--- src/rtl/hmac_pkg.sv ---
// Shared types and sizing for the HMAC stream feeder.
package hmac_pkg;

  typedef enum logic [2:0] {
    ST_LOAD,
    ST_START,
    ST_WAIT_CLR,
    ST_WAIT_HASH,
    ST_DRAIN
  } state_e;

  localparam int unsigned JOB_WORDS = 24;
  localparam int unsigned KEY_WORDS = 8;
  localparam int unsigned DIG_WORDS = 8;

endpackage

--- src/rtl/hmac_stream_feeder.sv ---
// Streams a 24-word key+message job into an HMAC core and drains the 8-word digest.
// Optional: HMAC_FEEDER_KEY_ZEROIZE_EN clears the key on digest capture and on timeout.
module hmac_stream_feeder
  import hmac_pkg::*;
#(
  parameter int unsigned TIMEOUT_CYCLES = 4096
) (
  input  logic         clk_i,
  input  logic         rst_i,
  input  logic         in_valid_i,
  output logic         in_ready_o,
  input  logic [31:0]  in_data_i,
  input  logic         bypass_i,
  output logic [255:0] hmac_key_o,
  output logic [511:0] hmac_message_o,
  output logic         hmac_init_o,
  output logic         hmac_bypass_o,
  input  logic         hmac_ready_i,
  input  logic [255:0] hmac_hash_i,
  input  logic         hmac_hash_valid_i,
  output logic         out_valid_o,
  input  logic         out_ready_i,
  output logic [31:0]  out_data_o,
  output logic         out_last_o,
  output logic         busy_o,
  output logic         err_timeout_o
);

  localparam int unsigned TW = $clog2(TIMEOUT_CYCLES + 1);

`ifdef HMAC_FEEDER_KEY_ZEROIZE_EN
  localparam bit KEY_ZEROIZE = 1'b1;
`else
  localparam bit KEY_ZEROIZE = 1'b0;
`endif

  state_e        state_q;
  logic [4:0]    cnt_q;
  logic [TW-1:0] tmo_q;
  logic [255:0]  key_q;
  logic [511:0]  msg_q;
  logic [255:0]  digest_q;
  logic          bypass_q;
  logic          err_q;

  logic          in_acc;
  logic          waiting;
  logic          capture;
  logic          tmo_hit;
  logic [3:0]    msg_idx;
  logic [7:0]    key_base;
  logic [8:0]    msg_base;
  logic [7:0]    dig_base;

  // Word k lands MSB-first, so its slice base is (last-k)*32, i.e. the inverted index.
  assign msg_idx  = cnt_q[3:0] ^ 4'b1000;
  assign key_base = {~cnt_q[2:0], 5'b0};
  assign msg_base = {~msg_idx, 5'b0};
  assign dig_base = {~cnt_q[2:0], 5'b0};

  assign in_acc  = (state_q == ST_LOAD) && in_valid_i;
  assign waiting = (state_q == ST_WAIT_CLR) || (state_q == ST_WAIT_HASH);
  assign capture = (state_q == ST_WAIT_HASH) && hmac_hash_valid_i;
  assign tmo_hit = waiting && !capture && (tmo_q == TW'(TIMEOUT_CYCLES - 1));

  always_ff @(posedge clk_i or posedge rst_i) begin
    if (rst_i) begin
      state_q  <= ST_LOAD;
      cnt_q    <= '0;
      tmo_q    <= '0;
      key_q    <= '0;
      msg_q    <= '0;
      digest_q <= '0;
      bypass_q <= 1'b0;
      err_q    <= 1'b0;
    end else begin
      case (state_q)
        ST_LOAD: begin
          if (in_acc) begin
            if (cnt_q < 5'(KEY_WORDS)) key_q[key_base +: 32] <= in_data_i;
            else                       msg_q[msg_base +: 32] <= in_data_i;
            if (cnt_q == '0) begin
              bypass_q <= bypass_i;
              err_q    <= 1'b0;
            end
            if (cnt_q == 5'(JOB_WORDS - 1)) begin
              state_q <= ST_START;
              cnt_q   <= '0;
            end else begin
              cnt_q <= cnt_q + 5'd1;
            end
          end
        end
        ST_START: begin
          if (hmac_ready_i) begin
            state_q <= ST_WAIT_CLR;
            tmo_q   <= '0;
          end
        end
        ST_WAIT_CLR, ST_WAIT_HASH: begin
          tmo_q <= tmo_q + 1'b1;
          if (capture) begin
            digest_q <= hmac_hash_i;
            state_q  <= ST_DRAIN;
            cnt_q    <= '0;
            if (KEY_ZEROIZE) key_q <= '0;
          end else if (tmo_hit) begin
            state_q <= ST_LOAD;
            err_q   <= 1'b1;
            if (KEY_ZEROIZE) key_q <= '0;
          end else if (state_q == ST_WAIT_CLR && !hmac_hash_valid_i) begin
            state_q <= ST_WAIT_HASH;
          end
        end
        ST_DRAIN: begin
          if (out_ready_i) begin
            if (cnt_q[2:0] == 3'(DIG_WORDS - 1)) begin
              state_q <= ST_LOAD;
              cnt_q   <= '0;
            end else begin
              cnt_q <= cnt_q + 5'd1;
            end
          end
        end
        default: state_q <= ST_LOAD;
      endcase
    end
  end

  assign in_ready_o     = (state_q == ST_LOAD);
  assign hmac_init_o    = (state_q == ST_START) && hmac_ready_i;
  assign hmac_key_o     = key_q;
  assign hmac_message_o = msg_q;
  assign hmac_bypass_o  = bypass_q;
  assign out_valid_o    = (state_q == ST_DRAIN);
  assign out_data_o     = digest_q[dig_base +: 32];
  assign out_last_o     = out_valid_o && (cnt_q[2:0] == 3'(DIG_WORDS - 1));
  assign busy_o         = !((state_q == ST_LOAD) && (cnt_q == '0));
  assign err_timeout_o  = err_q;

endmodule
--- config.mk ---
export PLATFORM = sky130hd
export DESIGN_NAME = hmac_stream_feeder
export DESIGN_NICKNAME = d
export VERILOG_FILES = /design/src/rtl/hmac_pkg.sv /design/src/rtl/hmac_stream_feeder.sv
export SDC_FILE = /design/constraint.sdc
export NUM_CORES = 2
export LEC_CHECK = 0
export BUFFER_PORTS_ARGS = -buffer_cell sky130_fd_sc_hd__buf_2
export CAP_MARGIN = 20
export CORE_AREA = 2 2 434 436
export CTS_CLUSTER_DIAMETER = 50
export DETAILED_ROUTE_END_ITERATION = 7
export DIE_AREA = 0 0 436 438
export PLACE_DENSITY = 0.46
export SLEW_MARGIN = 20
export SYNTH_ARGS = -nofsm -noshare
export SYNTH_HDL_FRONTEND = slang
export SYNTH_SLANG_ARGS = --single-unit
--- constraint.sdc ---
create_clock -name clk_i -period 46.7 [get_ports clk_i]
set_input_delay 4.67 -clock clk_i [delete_from_list [all_inputs] [get_ports clk_i]]
set_output_delay 4.67 -clock clk_i [all_outputs]
set_load 0.005 [all_outputs]
# Word-level counts from Yosys, hierarchy flattened
# Cells that the tools add are included.
# word_totals
input_bits	295
wordCells	89
output_inout_bits	807
reg_bits	1047
# op_classes
n_lt_le_gt_ge	1
shift	5
n_mux	24
bitwise_logic	4
n_addsub	4
eq_ne	17
n_reduce_logical	26
# op_table
op	count
$bwmux W512	1
$shift A32 B11 Y512 const A	1
$shiftx A32 B11 Y512	1
$bwmux W256	1
$shift A32 B10 Y256 const A	1
$shiftx A256 B9 Y32	1
$shiftx A32 B10 Y256	1
$pmux W13 S2	1
$mux W5	5
$mux W3	8
$pmux W5 S3	1
$add A13 B1 Y13 const B	1
$eq A13 B12 Y1 const B	1
$mux W13	1
$pmux W3 S4	1
$neg A9 Y11	1
$ne A2 B1 Y1 const B	5
$neg A8 Y10	1
$reduce_and A3 Y1	3
$logic_and A1 B1 Y1	8
$ne A2 B2 Y1 const B	4
$eq A3 B2 Y1 const B	2
$eq A3 B3 Y1 const B	2
$reduce_and A6 Y1	1
other kinds (20)	28

# Longest topological paths before layout
# logic_depth
ltp_word	8
ltp_mapped	11
depth_no_buf	6

# Least setup slack after synthesis
# OpenSTA, ideal clock, no wires.
# synth_path
path_type	input -> output
start	input port hmac_ready_i
end	output port hmac_init_o
path_buffers	0
arrival_ns	5.092
setup_slack_ns	36.938
required_time_ns	42.030
cell_stages	2
path_cell_list	nand4bb_1 -> clkinv_1
# synth_between
elab_chain_cells	1
# synth_lines
item	line	rtl
start: declaration	hmac_stream_feeder.sv:18	input logic hmac_ready_i,
$logic_and A1 B1 Y1	hmac_stream_feeder.sv:131	assign hmac_init_o = (state_q == ST_START) && hmac_ready_i;
end: declaration	hmac_stream_feeder.sv:16	output logic hmac_init_o,
# Every way passes these cells.

# Worst setup path in the final report
# Same ends and word-level chain as after synthesis.

==> impl_metrics.csv <==
group,metric,value,unit
placed_design,dp_hpwl,133700,um
layout,drive_gt1_frac,0.4653,
placed_design,place_area,0.05179,mm2
detailed_routing,drt_first_pass_iters,6,
detailed_routing,post-route-drc-count,0,
power_and_ir_drop,vdd_drop_max,34.35,uV
timing,drv_slew,0,
clocking,cts_resized,0,
yosys,avgSynthCellArea,12.33,um2
timing,final-hold-violation-count,0,
critical_path,worstSetupPathType,"input pin to output port",
critical_path,cp-endpoint,"hmac_init_o",
timing,rsz0062_at_grt,"false",
clocking,clock_sinks,1047,
job,max-cap-violations,0,
critical_path,reg2regPathDepth,8,
timing,finalCritPeriodShare,0.2202,
layout,finalCoreUtilization,0.3043,
detailed_routing,drt_iter0_markers,1422,
critical_path,required,42030,ps
floorplanning,coreArea,0.1866,mm2
floorplanning,die_y,438,um
clocking,cts.reportedPaths.clkPinSlew,50,ps
timing,layout_min_cycle_time,10290,ps
clocking,max-clock-path-buffers,3,
floorplanning,dieArea,0.1910,mm2
layout,final_area,0.05678,mm2
floorplanning,initial_core_util,0.2334,
timing,relSlewSlack,0.2152,
global_route,first_global_vias,32390,
yosys,synth_area_leaders,"dfrtp_1 60%, mux2_2 18%, nand2_1 7.8%",
timing,holdWs,464.7,ps
detailed_routing,viasPerCell,4.381,
placed_design,io_buffer_count,1101,
global_route,grt_pass1_wl,256900,um
detailed_routing,routed_wl,184600,um
layout,syn2layout_area_growth,30.37,%
layout,multi_input_area,0.01636,mm2
critical_path,r2r_start,"cnt_q[0]",
yosys,synth_ff_type,"dfrtp_1",
yosys,syn-cell-area,0.04355,mm2
layout,nNetsFinal,4894,
yosys,synth_edf_count,0,
placed_design,placed_cells,6938,
critical_path,crit_path_end_kind,"output port",
clocking,clk_latency,800,ps
power_and_ir_drop,total_power,3.535,mW
yosys,ys_types,49,
critical_path,critPathLaunchType,"input pin",
global_route,grt_max_degree,199,
layout,regArea,0.02621,mm2
timing,finalSetupViolations,0,
floorplanning,die_x,436,um
yosys,synth_seq_cells,1047,
yosys,syn_inst,3532,
detailed_routing,wl_per_cell,25.53,um
floorplanning,io_pins,1102,
clocking,cts_tree,"done",
hold_path,hp-class,"register to register",
clocking,post_cts_buffers,0,
timing,worst_pin_slew,1177,ps
critical_path,r2r-end,"hmac_key_o[159]",
placed_design,post-place-ws,36390,ps
global_route,grt_use_total,0.1887,
yosys,yosysTopAreaCell,"dfrtp_1",
clocking,postCtsHoldBufs,0,
clocking,clk_root_buffer_cell,"clkbuf_16",
floorplanning,floorplan.rows,159,
run_status,status,"finished clean",
critical_path,cp-startpoint,"hmac_ready_i",
layout,instances_no_fill,7232,
power_and_ir_drop,p_per_area,62.26,mW/mm2
global_route,antenna_found_initial,75,
critical_path,ff2ff_setup_slack,41720,ps
power_and_ir_drop,cellLeakagePower,30.52,nW
detailed_routing,vias,31680,
yosys,synth_top_area_share,0.6016,
critical_path,cp_max_fo,9,
placed_design,gp_congestion,0.8093,
timing,finClkSkew,44.31,ps
yosys,syn-num-nets,3833,
critical_path,crit_arrival,5620,ps
clocking,cts_max_level,4,
clocking,numCtsBuffers,146,
detailed_routing,ant_nets,0,
timing,setup_ws,36410,ps
layout,fill_cells,19500,
yosys,yosysSeqAreaShare,0.6016,
timing,max_freq,0.09722,GHz
yosys,yosysWarnings,0,
timing,fin_setup_tns,0,ps
global_route,gr-total-overflow,0,
yosys,postSynth.asyncResetShare,1.000,
area by class of cell:
| cell class | count | area share |
|---|---|---|
| Multi-Input combinational cell | 2206 | 0.2882 |
| Antenna cell | 26 | 0.001146 |
| Tap cell | 2495 | 0.05498 |
| Clock buffer | 210 | 0.07464 |
| Clock inverter | 56 | 0.01130 |
| Timing Repair Buffer | 1156 | 0.1056 |
| Sequential cell | 1047 | 0.4616 |
| Inverter | 36 | 0.002512 |
synth_stat cells, drive strengths merged (4+ instances only):
master / n
dfrtp: 1047
nand2: 910
mux2: 742
and2: 186
clkbuf: 181
nor2: 92
mux4: 64
buf: 62
and3: 37
o21ai: 35
inv: 34
mux2i: 29
nor3: 18
nand4: 11
xnor2: 9
nand3: 8
nor2b: 7
ha: 6
nand2b: 6
nor4: 6
o41ai: 4
or2: 4
flip-flops by register name, indices dropped and copies added, names as in the netlist:
signal / count
cnt_q: 5
state_q: 3
err_timeout_o: 1
tmo_q: 13
hmac_message_o: 512
hmac_key_o: 256
digest_q: 256
hmac_bypass_o: 1
cell usage in the layout (no fill, tap or decap), types with 44 or more instances in the layout:
| master | Yosys | final |
|---|---|---|
| and2_1 | 186 | 186 |
| buf_2 | 51 | 1101 |
| buf_4 | 0 | 49 |
| clkbuf_16 | 0 | 149 |
| dfrtp_1 | 1047 | 1044 |
| mux2_1 | 44 | 44 |
| mux2_2 | 698 | 698 |
| mux4_2 | 64 | 64 |
| nand2_1 | 910 | 910 |
| nor2_1 | 92 | 88 |
kinds of logic after synthesis:
logic type | after synthesis | synth area share
muxes | 835 | 0.2316
adders and majority gates | 6 | 0.001724
xor gates and xnor gates | 9 | 0.001810
buffers and inverters | 279 | 0.02551
DFF | 1047 | 0.6016
and+or+nand+nor | 1299 | 0.1296
AOI/OAI and AO/OA | 57 | 0.008102
worst max-delay path, cell delays in order:
cell       delay (ps)
buf_2             120
nand4bb_1         250
clkinv_1          320
buf_2             240
metal layers:
layer | global-route usage | vias up | share of wire
met5 | 0 | - | 0.0030
met4 | 0.05972 | 84 | 0.030
met3 | 0.05597 | 322 | 0.067
met2 | 0.3500 | 995 | 0.53
met1 | 0.2043 | 16270 | 0.37
li1 | - | 14010 | -
power by group:
group          internal [mW]  switching [mW]
Sequential              1.17           0.156
Combinational          0.463           0.628
Clock                  0.675           0.441
Total                   2.31            1.22
how the worst min path moves through the flow:
stage | from | to | slack [ps] | cells past startpoint
after floorplan | digest_q[160] | digest_q[160] | 440 | 2
after global placement | digest_q[212] | digest_q[212] | 450 | 2
after detailed placement | digest_q[36] | digest_q[36] | 460 | 2
after CTS | digest_q[36] | digest_q[36] | 470 | 2
after global routing | digest_q[163] | digest_q[163] | 490 | 2
final | digest_q[36] | digest_q[36] | 460 | 2
No activity file was read; power rests on OpenSTA's default activity.
